--- src/rtl/hazard_ctrl.sv ---
// rtl/hazard_ctrl.sv - stall/flush controller for the 5-stage RV32 pipeline
module hazard_ctrl #(
    parameter int FLUSH_CYCLES = 2,
    parameter int CNT_W        = 32
) (
    input  logic             clk,
    input  logic             rst,
    input  logic [4:0]       id_rs1_addr,
    input  logic [4:0]       id_rs2_addr,
    input  logic             id_rs1_used,
    input  logic             id_rs2_used,
    input  logic             ex_mem_r,
    input  logic [4:0]       ex_wr_addr,
    input  logic             ex_disable_stall,
    input  logic             ex_redirect,
    input  logic             im_busy,
    input  logic             dm_busy,
    output logic             pc_stall,
    output logic             IF_ID_stall,
    output logic             IF_ID_flush,
    output logic             ID_EX_stall,
    output logic             ID_EX_flush,
    output logic             EX_MEM_stall,
    output logic             MEM_WB_stall,
    output logic             redirect_ok,
    output logic [CNT_W-1:0] stall_cnt
);

    typedef enum logic [2:0] {
        S_RUN      = 3'b001,
        S_MEM_WAIT = 3'b010,
        S_FLUSH    = 3'b100
    } state_t;

    state_t     state, state_n;
    logic [2:0] flush_cnt, flush_cnt_n;
    logic       pending, pending_n;
    logic       saved_flush, saved_flush_n;

    logic       mem_wait;
    logic       redir;
    logic       in_flush;
    logic       load_use;

    assign mem_wait = im_busy | dm_busy;
    assign redir    = ex_redirect | pending;
    // Leaving MEM_WAIT behaves as whichever state was interrupted.
    assign in_flush = (state == S_FLUSH) || ((state == S_MEM_WAIT) && saved_flush);
    assign load_use = ex_mem_r && !ex_disable_stall && (ex_wr_addr != 5'd0) &&
                      ((id_rs1_used && (id_rs1_addr == ex_wr_addr)) ||
                       (id_rs2_used && (id_rs2_addr == ex_wr_addr)));

    always_comb begin
        pc_stall      = 1'b0;
        IF_ID_stall   = 1'b0;
        IF_ID_flush   = 1'b0;
        ID_EX_stall   = 1'b0;
        ID_EX_flush   = 1'b0;
        EX_MEM_stall  = 1'b0;
        MEM_WB_stall  = 1'b0;
        redirect_ok   = 1'b0;
        state_n       = S_RUN;
        flush_cnt_n   = flush_cnt;
        pending_n     = pending;
        saved_flush_n = saved_flush;

        if (!rst) begin
            flush_cnt_n   = 3'd0;
            pending_n     = 1'b0;
            saved_flush_n = 1'b0;
        end else if (mem_wait) begin
            pc_stall      = 1'b1;
            IF_ID_stall   = 1'b1;
            ID_EX_stall   = 1'b1;
            EX_MEM_stall  = 1'b1;
            MEM_WB_stall  = 1'b1;
            state_n       = S_MEM_WAIT;
            saved_flush_n = in_flush;
            pending_n     = pending | ex_redirect;
        end else if (redir) begin
            IF_ID_flush   = 1'b1;
            ID_EX_flush   = 1'b1;
            redirect_ok   = 1'b1;
            pending_n     = 1'b0;
            saved_flush_n = 1'b0;
            if (FLUSH_CYCLES > 1) begin
                state_n     = S_FLUSH;
                flush_cnt_n = 3'(FLUSH_CYCLES - 1);
            end else begin
                flush_cnt_n = 3'd0;
            end
        end else if (in_flush) begin
            IF_ID_flush   = 1'b1;
            saved_flush_n = 1'b0;
            if (flush_cnt <= 3'd1) begin
                flush_cnt_n = 3'd0;
            end else begin
                state_n     = S_FLUSH;
                flush_cnt_n = flush_cnt - 3'd1;
            end
        end else begin
            saved_flush_n = 1'b0;
            if (load_use) begin
                pc_stall    = 1'b1;
                IF_ID_stall = 1'b1;
                ID_EX_flush = 1'b1;
            end
        end
    end

    always_ff @(posedge clk) begin
        if (!rst) begin
            state       <= S_RUN;
            flush_cnt   <= 3'd0;
            pending     <= 1'b0;
            saved_flush <= 1'b0;
            stall_cnt   <= '0;
        end else begin
            state       <= state_n;
            flush_cnt   <= flush_cnt_n;
            pending     <= pending_n;
            saved_flush <= saved_flush_n;
            if (pc_stall && (stall_cnt != {CNT_W{1'b1}}))
                stall_cnt <= stall_cnt + 1'b1;
        end
    end

endmodule

--- config.mk ---
export PLATFORM = sky130hd
export DESIGN_NAME = hazard_ctrl
export DESIGN_NICKNAME = d
export VERILOG_FILES = /design/src/rtl/hazard_ctrl.sv
export SDC_FILE = /design/constraint.sdc
export NUM_CORES = 1
export LEC_CHECK = 0
export CAP_MARGIN = 0
export CORE_MARGIN = 10
export CORE_UTILIZATION = 45
export CTS_BUF_LIST = sky130_fd_sc_hd__clkbuf_2
export CTS_CLUSTER_SIZE = 20
export DETAILED_ROUTE_END_ITERATION = 8
export GPL_ROUTABILITY_DRIVEN = 1
export GPL_TIMING_DRIVEN = 0
export PLACE_DENSITY = 0.77
export SETUP_SLACK_MARGIN = 0.02
export SLEW_MARGIN = 25
export SYNTH_ARGS = -nofsm -noshare
export SYNTH_HDL_FRONTEND = slang
export SYNTH_SLANG_ARGS = --single-unit
export TNS_END_PERCENT = 5
--- constraint.sdc ---
create_clock -name clk -period 3.4 [get_ports clk]
set_input_delay 0.51 -clock clk [delete_from_list [all_inputs] [get_ports clk]]
set_output_delay 0.51 -clock clk [all_outputs]
set_load 0.01 [all_outputs]
Word level (Yosys, flattened, before mapping)
Cells that the tools add are included.

Register bits after elaboration: 40. Input port bits: 24. Output and inout port bits: 40. Word-level logic and storage cells: 60.

Add/subtract/negate cells: 2. Magnitude comparators: 1. Eq/ne operators: 5. Muxes and demuxes: 26. Bitwise operators: 4. Reduce and logical (&&, ||, !) cells: 16.

Operators with widths (number): $add A32 B1 Y32 const B (1); $ne A32 B32 Y1 const B (1); $mux W1 (19); $mux W3 (6); $eq A5 B5 Y1 (2); $logic_and A1 B1 Y1 (7); $reduce_bool A5 Y1 (1); $reduce_and A2 Y1 (2); $reduce_bool A2 Y1 (2); $eq A3 B2 Y1 const B (1); $eq A3 B3 Y1 const B (1); $le A3 B1 Y1 const B (1); $sub A3 B1 Y3 const B (1); $logic_or A1 B1 Y1 (2); $mux W2 (1); $not A1 Y1 (2); $or A1 B1 Y1 (2); $reduce_or A2 Y1 (1); $logic_not A1 Y1 (1).

Depth between registers and ports, before layout
Word-level depth: 10. Depth in mapped cells: 10. Depth with buffers taken out: 7.

Worst setup path after synthesis
OpenSTA, ideal clock, no wires.

Path kind: input -> output. Start point: in rst. End point: out pc_stall. Arrival time: 1.753 ns. Required time: 2.890 ns. Setup slack: 1.137 ns. Cell stages on the path: 6. Path buffers: 2. Cell sequence: buf_2 > o21ai_1 > inv_1 > a31oi_1 > inv_1 > buf_4.

Cells in the longest elaborated chain, start to end: 1.

Ends and longest elaborated chain: from (decl) (RTL line 7) `input logic rst,`; $mux W1; to (decl) (RTL line 18) `output logic pc_stall,`.

No other way between the ends.

Worst setup path after layout
Start point: in dm_busy. End point: out pc_stall.

Cells in the longest elaborated chain, start to end: 3.

Ends and longest elaborated chain: from (decl) (RTL line 17) `input logic dm_busy,`; $or A1 B1 Y1 (RTL line 45) `assign mem_wait = im_busy | dm_busy;`; $mux W1 (RTL line 71) `end else if (mem_wait) begin`; $mux W1 (RTL line 67) `if (!rst) begin`.

No other way between the ends.

==> impl_metrics.csv <==
group,metric,value,unit
sta,slew_viol_final,0,
final_layout,final_nets,357,
power_and_ir_drop,p_seq_share,58.8,%
global_routing,antenna_found_initial,0,
placed_design,gp_congestion,0.827,
power_and_ir_drop,p_per_area,283,nW/um2
detailed_routing,first_pass_iters,4,
global_routing,grt_max_degree,12,
final_layout,antenna_cells,0,
floorplanning,initial_core_util,46.0,%
detailed_routing,wl_met2,2.78,mm
placed_design,portBuffers,62,
synth,ys_warn_count,0,
placed_design,dp_hpwl,4.54,mm
power_and_ir_drop,combPwrFrac,15.0,%
sta,fin_crit,3.16,ns
power_and_ir_drop,power.switching,226,uW
floorplanning,fp.coreArea,4690,um2
synth,synth_area_per_cell,8.26,um2
setup_path,crit_fanout,9,
sta,fmax,317,MHz
power_and_ir_drop,power_switching_share,27.6,%
floorplanning,die_y,89.2,um
power_and_ir_drop,vdd_drop_max,158,uV
global_routing,grt_usage,15.1,%
setup_path,cp.required,2.89,ns
job,maxCapViolations,0,
setup_path,cp_data_arrival_time,2.65,ns
placed_design,placed_area,2850,um2
detailed_routing,avgRoutedWirePerCell,15.6,um
sta,rsz0062_at_grt,"false",
power_and_ir_drop,clkPwrFrac,26.3,%
sta,setup_tns,0,ns
clock_tree,cts_buffers,5,
sta,layout_worst_path_cycle_share,92.8,%
power_and_ir_drop,internal-power,592,uW
detailed_routing,via_per_inst,5.79,
synth,synth-main-ff-cell,"dfxtp_1",
clock_tree,clock_latency,0.41,ns
synth,synthArstFlopShare,0,%
floorplanning,die-area,7960,um2
global_routing,grt_overflow_total,0,
clock_tree,hold_buffers,0,
clock_tree,clock_path_buffers,2,
floorplanning,pin_count,64,
detailed_routing,routed.top_layer,"met4",
synth,syn-cell-area,2160,um2
detailed_routing,wl_met3,518,um
setup_path,criticalPathCategory,"in2out",
sta,finalSetupViolations,0,
clock_tree,path_clk_slew,0.20,ns
synth,seq_area_frac_synth,37.1,%
detailed_routing,ant_nets,0,
clock_tree,cts-root-buf,"clkbuf_2",
sta,fin_skew,0.0110,ns
detailed_routing,wirelength,6.01,mm
sta,slew_headroom,63.7,%
final_layout,areaGrowthSynthToFinish,34.0,%
clock_tree,cts_tree,"built",
synth,synth_cells,261,
final_layout,design_area,2890,um2
outcome,outcome,"finished clean",
synth,synth-edff-count,0,
clock_tree,post_cts_buffers,0,
detailed_routing,first_iter_violations,137,
floorplanning,die_x,89.2,um
sta,hold_viol,0,
clock_tree,clock_sinks,40,
floorplanning,rows,25,
synth,synthDistinctLibCells,44,
setup_path,cp-end-kind,"output port",
detailed_routing,dr_total_vias,2229,
final_layout,drive_above_1_share,7.25,%
detailed_routing,drc_errors,0,
global_routing,first_global_vias,2101,
sta,worst_pin_slew,0.542,ns
synth,synth_seq_cells,40,
clock_tree,htreeDepth,2,
power_and_ir_drop,p_leak,0.000982,uW
synth,syn_nets,288,
global_routing,grt_pass1_wl,9.71,mm
hold_path,hold_path.class,"in2reg",
detailed_routing,wl_met1,2.62,mm
setup_path,start_kind,"primary input",
[synthesized netlist by cell type (2+ instances only)]
master / instances / area [um2]
and4_1: 5 / 43.8
ha_1: 3 / 37.5
or4_1: 9 / 67.6
clkbuf_1: 4 / 15.0
nand3b_1: 2 / 15.0
nand2_1: 19 / 71.3
o211ai_1: 5 / 37.5
nor2_1: 14 / 52.6
xnor2_1: 11 / 96.3
inv_1: 10 / 37.5
dfxtp_1: 40 / 801
and3_1: 5 / 31.3
nand3_1: 19 / 95.1
nand4_1: 7 / 43.8
or3_1: 10 / 62.6
buf_2: 4 / 20.0
o21ai_1: 9 / 45.0
nor4_1: 4 / 25.0
buf_4: 4 / 30.0
a21oi_1: 30 / 150
mux2i_1: 3 / 30.0
o31ai_1: 15 / 113
o21ai_0: 5 / 25.0
nand2b_1: 4 / 25.0
[cells by family (layout without fill, tap and decap cells)]
kind of cell | after synthesis | after routing | share of synthesized area (%)
xor gates and xnor gates | 12 | 12 | 4.87
adders and majority gates | 3 | 3 | 1.74
DFF | 40 | 40 | 37.1
AOI/OAI and AO/OA | 71 | 71 | 20.0
muxes | 3 | 3 | 1.39
buffers and inverters | 25 | 95 | 6.15
and+or+nand+nor | 107 | 107 | 28.7
[cell usage in the layout (no fill, tap or decap), types with 2 or more instances in the layout]
master and instances:
clkdlybuf4s50_1 62, dfxtp_1 40, a21oi_1 30, nand2_1 19
nand3_1 19, o31ai_1 15, nor2_1 14, xnor2_1 11
inv_1 10, or3_1 10, o21ai_1 9, or4_1 9
nand4_1 7, clkbuf_2 7, and3_1 5, and4_1 5
o21ai_0 5, o211ai_1 5, nand2b_1 4, buf_2 4
clkbuf_1 4, nor4_1 4, buf_4 4, mux2i_1 3
ha_1 3, clkinv_1 2, nand3b_1 2
[layer usage]
layer | track usage, % | vias up
li1 | - | 1118
met1 | 17.2 | 1042
met2 | 25.2 | 59
met3 | 5.83 | 10
met4 | 5.06 | 0
met5 | 0 | -
[final timing paths]
path	startpoint	endpoint	slack [ns]	cells past startpoint
worst min register to register	flush_cnt[1]$_SDFFE_PN0P_	flush_cnt[1]$_SDFFE_PN0P_	0.47	2
worst max-delay path	dm_busy	pc_stall	0.24	7
worst min-delay path	rst	stall_cnt[31]$_SDFFE_PN0P_	0.42	3
worst max register to register	stall_cnt[0]$_SDFFE_PN0P_	stall_cnt[1]$_SDFFE_PN0P_	1.00	10
[sequential cells by signal (all words and copies together) (netlist names)]
register / cells
pending: 1
state: 3
stall_cnt: 32
saved_flush: 1
flush_cnt: 3
[per-stage QoR]
step	instances	power, uW	hold slack, ns	utilization (%)	worst slack, ns
2_1_floorplan	261	553	0.435	-	1.14
3_3_place_gp	377	610	0.442	60.6	0.0996
3_5_place_dp	377	612	0.456	60.6	0.114
4_1_cts	385	823	0.395	61.5	0.103
5_1_grt	385	852	0.406	61.6	0.102
6_report	385	818	0.420	61.6	0.245
[power by group through the flow]
stage,Clock [uW],Sequential [uW],Combinational [uW]
2_1_floorplan,0,490,63.5
3_3_place_gp,0,490,120
3_5_place_dp,0,490,122
4_1_cts,220,481,122
5_1_grt,236,482,133
6_report,215,481,122
[final cells by class]
cell class | instances | area, um2
clock inverter | 1 | 3.75
clock buffer | 7 | 35.0
multi-input combinational | 196 | 1230
fill | 446 | 1800
sequential | 40 | 801
buffer | 14 | 91.3
timing repair buffer | 62 | 621
inverter | 11 | 41.3
tap | 54 | 67.6
[repair_timing]
action,in CTS,in global routing
endpoints found under the setup margin,0,2
gates resized for setup,0,1
hold endpoints to repair,0,0
[worst max-delay path: stages]
cell             delay [ns]
clkdlybuf4s50_1        0.42
o21ai_1                0.38
inv_1                  0.23
a31oi_2                0.39
inv_1                  0.10
buf_4                  0.14
clkdlybuf4s50_1        0.47
Power figures use the tool's default switching activity.
==> RTL change 1, RTL diff (same settings) <==
Encoding of `state_t`: now binary (2 bits for 3 states).
--- a/src/rtl/hazard_ctrl.sv
+++ b/src/rtl/hazard_ctrl.sv
@@ -27,8 +27,8 @@
 );
 
-    typedef enum logic [2:0] {
-        S_RUN      = 3'b001,
-        S_MEM_WAIT = 3'b010,
-        S_FLUSH    = 3'b100
+    typedef enum logic [1:0] {
+        S_RUN      = 2'd0,
+        S_MEM_WAIT = 2'd1,
+        S_FLUSH    = 2'd2
     } state_t;
 
Function: no difference found for any inputs over 10 cycles, from zero or initial values and one cycle with rst low; not proved beyond that.
==> RTL change 1 against the original RTL <==
- design area up 1.7%
- clock power is 13% lower
- area after synthesis increased by 1.8%
- total power is 3.4% lower
- routed wire length is 2.9% lower
- sequential cell count fell by 1
- first-iteration DRC count fell by 39%
- worst setup slack better by 0.095 ns
- highest routed layer unchanged
==> RTL change 1: results (changes against the original RTL) <==
### Global routing
* 0.1579 — fraction of met1 tracks used by global routing, -0.01432
* 2,078 — number of global-route vias before repair, -1.1%
* 0.1403 — aggregate global-route resource usage, -0.01071

### Drt
* 5838 um — total detailed-routing wirelength, -2.9%
* 14.89 um — detail-routed net length per standard cell, -4.6%

### Power
* 0.0005793 W — internal cell power, -2.1%
* 0.9567 nW — static power due to leakage, -2.6%
* 0.000469 W — Seq power, -2%

### Timing
* 0.007611 ns — clk_skew, -0.003428 ns
* 0.4670 ns — Min Hold Slack, +0.04661 ns

### Synthesis
* 0.3556 — proportion of synthesized chip area in sequential cells, -0.01567
* 0.2291 — compound-cell area share of the yosys netlist, +0.02894
* 256 — instance count of the mapped netlist, -1.9%

### Finish
* 421 — count of filler cells inserted in the layout, -5.6%
* 353 — final-stage net count, -1.1%
* stall_cnt: 32 flops, flush_cnt: 3 flops, state: 2 flops — Largest regs

### Setup path
* 2.55 ns — critical path arrival, -0.10 ns
* 9 — Reg2Reg Depth, -1
* 0.95 ns — R2R setup slack, -0.05 ns
* 6 — crit path max fanout, -3

### Worst hold path
* reg -> reg — Hold WC Path Type
* flush_cnt[1]$_SDFFE_PN0P_ — hold path endpoint

### Outcome
* completed — result of the run

### Clock tree
* 0.38 ns — worst-skew pair later-pin latency, -0.03 ns

### Placement
* 0.8119 — placer congestion estimate, -1.8%
* 63 — Port Buffer Count, +1.6%

RTL change 1: how the worst max path moves through the flow:
| stage | from | end | slack [ns] | cells after the start |
|---|---|---|---|---|
| floorplan | dm_busy | pc_stall | 1.18 | 5 |
| CTS | dm_busy | pc_stall | 0.02 | 7 |
| global route | dm_busy | pc_stall | 0.21 | 7 |
| global placement | dm_busy | pc_stall | 0.03 | 7 |
| detailed placement | dm_busy | pc_stall | 0.03 | 7 |
| finish | dm_busy | pc_stall | 0.34 | 7 |
RTL change 1: repair_timing:
| action | 4_1_cts | 5_1_grt |
|---|---|---|
| endpoints found under the hold margin | 0 | 0 |
| buffers inserted | 0 | 0 |
| gates resized for setup | 0 | 1 |
| hold buffers | 0 | 0 |
| endpoints found under the setup margin | 0 | 2 |
RTL change 1: layout make-up:
| type | instances | area share |
|---|---|---|
| Timing Repair Buffer | 63 | 0.2145 |
| Tap cell | 67 | 0.02851 |
| Multi-Input combinational cell | 194 | 0.4294 |
| Clock buffer | 6 | 0.01021 |
| Inverter | 11 | 0.01404 |
| Buffer | 12 | 0.03787 |
| Sequential cell | 39 | 0.2655 |
RTL change 1: metrics by stage:
| step | total power, W | area (um2) | utilization |
|---|---|---|---|
| 6_report | 0.0007894 | 2940 | 0.6225 |
| 5_1_grt | 0.0008291 | 2940 | 0.6225 |
| 4_1_cts | 0.0008005 | 2940 | 0.6225 |
| 3_5_place_dp | 0.0006124 | 2910 | 0.6162 |
| 3_3_place_gp | 0.0006103 | 2910 | 0.6162 |
| 2_1_floorplan | 0.0005506 | 2196 | - |
RTL change 1: worst max-delay path, cell delays in order:
cell and delay [ns]:
clkdlybuf4s50_1 0.42, o21ai_1 0.47, o221ai_1 0.35, nand2_1 0.15
inv_1 0.06, buf_4 0.12, clkdlybuf4s50_1 0.47
==> RTL change 2, RTL diff (same settings) <==
Without the edit above. Set the parameter `CNT_W` to 64 (it was 32).
--- a/src/rtl/hazard_ctrl.sv
+++ b/src/rtl/hazard_ctrl.sv
@@ -2,5 +2,5 @@
 module hazard_ctrl #(
     parameter int FLUSH_CYCLES = 2,
-    parameter int CNT_W        = 32
+    parameter int CNT_W        = 64
 ) (
     input  logic             clk,
Ports: changed (resized stall_cnt); port bits go from 64 to 96. The function was not compared with the original's and may differ.
==> RTL change 2 against the original RTL <==
- the run now ends with setup timing left
- utilization decreased by 0.75 points
- critical path depth increased by 2
- design area increased by 84%
- sequential cell count increased by 32
- area after synthesis increased by 87%
- die area increased by 65%
- total power increased by 97%
- first-iteration DRC count increased to 2.6 times the old value
- routed wire length increased by 130%
- worst setup slack got worse by 0.26 ns
- final cell count increased by 85%
==> RTL change 2: results (changes against the original RTL) <==
### Setup path
* 2.90 ns — critical path arrival, +0.25 ns
* stall_cnt[43]$_SDFFE_PN0P_ — end of the worst register-to-register path
* or4_4 — slowest cell on the critical path
* ex_wr_addr[2] — worst setup path startpoint
* 0.32 ns — R2R setup slack, -0.68 ns
* 3 — crit path max fanout, -6
* 8 — Reg2Reg Depth, -2
* 0.54 ns — max incr delay on CP, +0.07 ns
* stall_cnt[43]$_SDFFE_PN0P_ — critical register-to-register path startpoint

### Placement
* 691 — Post-Place Cells, +83%
* 0.9264 — placer congestion estimate, +12%
* 95 — Port Buffer Count, +53%
* 9758 um — placed wire-length estimate after detailed placement, +110%
* 0.005116 mm2 — Placement Cell Area, +80%

### Clock tree
* 0.22 ns — clock-pin slew on the worst setup and hold paths, +0.02 ns
* 9 — number of buffers created by CTS, +4
* 0.52 ns — worst-skew pair later-pin latency, +0.11 ns

### Timing
* 0.02796 ns — clk_skew, +0.01692 ns
* -0.01067 ns — post-route worst setup slack, -0.2555 ns
* -0.01067 ns — Post-Route Setup TNS, -0.01067 ns
* 1 — total setup violations reported at the end of the flow, +1
* 0.8199 ns — slew of the pin with the lowest slew margin, +0.2782 ns

### Global routing
* 0.2027 — aggregate global-route resource usage, +0.05169
* 22,160 um — wire length of the first global-routing pass, +130%
* 19 — pin count of the biggest net entering global routing, +7
* 4,445 — number of global-route vias before repair, +110%

### Power
* 0.0001972 V — largest vdd supply drop, +25%
* 1.635 nW — static power due to leakage, +67%

### Finish
* 712 — number of standard cells in the layout, taps in and fillers out, +85%
* 64 — flip-flop count of the largest register, all copies and words added, +100%
* 625 — final-stage net count, +75%
* stall_cnt: 64 flops, flush_cnt: 3 flops, state: 3 flops — Largest regs
* 0.08278 — layout cells sized above 1, +0.01027

### Drt
* 5648 um — routed length on met1, +120%
* 6265 um — met2 layer wire length in the routed design, +130%
* 358 — number of DRC violations after detailed-routing iteration 0, +160%
* 6.426 — Vias/cell, +11%
* 19.12 um — detail-routed net length per standard cell, +22%
* 6 — Pre-Repair DR Iteration Count, +2

### Synthesis
* 46 — number of distinct library cells after synthesis, +4.5%
* 8.258 um2 — mean area per synthesized cell, about the same
* dfxtp_1, o31ai_1, or4_1, a21oi_1, nand2_1 — top area cells in the synthesized netlist
* 514 — Mapped Nets, +78%
* dfxtp_1, a21oi_1, o31ai_1 — list of most frequent post-synthesis cells
* 0 — fraction of registers with async set/reset, unchanged
* 0.3577 — proportion of synthesized chip area in sequential cells, -0.01358

### Outcome
* finished with violations — result of the run
* setup timing — violations in the final reports

### Worst hold path
* reg -> reg — Hold WC Path Type

## RTL change 2: layout make-up
cell class	instances	area (um2)
clock buffers	10	50.05
plain buffers	38	187.7
repair buffers	102	1002
multi-input cells	368	2376
fillers	781	3415
well taps	108	135.1
clock inverters	6	83.83
flip-flops and latches	72	1441
inverters	8	30.03
## RTL change 2: metrics by stage
stage	worst slack [ns]	total power (W)	hold slack [ns]
floorplan	0.5419	0.0009623	0.4538
global placement	-0.9314	0.001043	0.4682
detailed placement	-0.9339	0.001047	0.4779
CTS	0.04633	0.001614	0.5017
global route	-0.1213	0.001670	0.5335
finish	-0.01067	0.001609	0.5024
## RTL change 2: cell families (layout without fill, tap and decap cells)
family,Yosys count,count (layout),synth area share
AOI/OAI and AO/OA,128,128,0.2096
and+or+nand+nor,218,218,0.3254
xor gates and xnor gates,10,10,0.02173
adders and majority gates,2,2,0.006208
DFF,72,72,0.3577
buffers and inverters,48,164,0.05464
muxes,10,10,0.02484
## RTL change 2: routing by layer
layer  track usage  vias to the layer above
met5             0                        -
met4       0.07185                        0
met3       0.07338                       27
met2        0.3114                      218
met1        0.2546                     2201
li1              -                     2129
## RTL change 2: power breakdown
part	internal (W)	switching [W]	leakage [nW]
combinational	0.0000790	0.0000993	0.978
clock	0.000242	0.000326	0.0756
sequential	0.000855	0.00000857	0.581
## RTL change 2: worst min-delay path by stage
| stage | startpoint | to | slack, ns | depth (start not counted) |
|---|---|---|---|---|
| 2_1_floorplan | flush_cnt[0]$_SDFFE_PN0P_ | flush_cnt[0]$_SDFFE_PN0P_ | 0.45 | 2 |
| 3_3_place_gp | stall_cnt[5]$_SDFFE_PN0P_ | stall_cnt[5]$_SDFFE_PN0P_ | 0.47 | 2 |
| 3_5_place_dp | flush_cnt[0]$_SDFFE_PN0P_ | flush_cnt[0]$_SDFFE_PN0P_ | 0.48 | 2 |
| 4_1_cts | stall_cnt[5]$_SDFFE_PN0P_ | stall_cnt[5]$_SDFFE_PN0P_ | 0.50 | 2 |
| 5_1_grt | stall_cnt[22]$_SDFFE_PN0P_ | stall_cnt[22]$_SDFFE_PN0P_ | 0.53 | 2 |
| 6_report | stall_cnt[5]$_SDFFE_PN0P_ | stall_cnt[5]$_SDFFE_PN0P_ | 0.50 | 2 |
## RTL change 2: what timing repair did
item | 4_1_cts | 5_1_grt
gates resized for setup | 5 | 6
endpoints found under the setup margin | 2 | 39
pin swaps | 1 | 0
setup buffers | 7 | 0
## RTL change 2: worst register-to-register path, cell delays in order (launching register included)
cell	delay, ns
dfxtp_1	0.48
and4_1	0.37
nand4_2	0.26
or4_1	0.61
o311ai_2	0.40
buf_2	0.31
buf_2	0.29
nor4_1	0.09
o21a_1	0.19
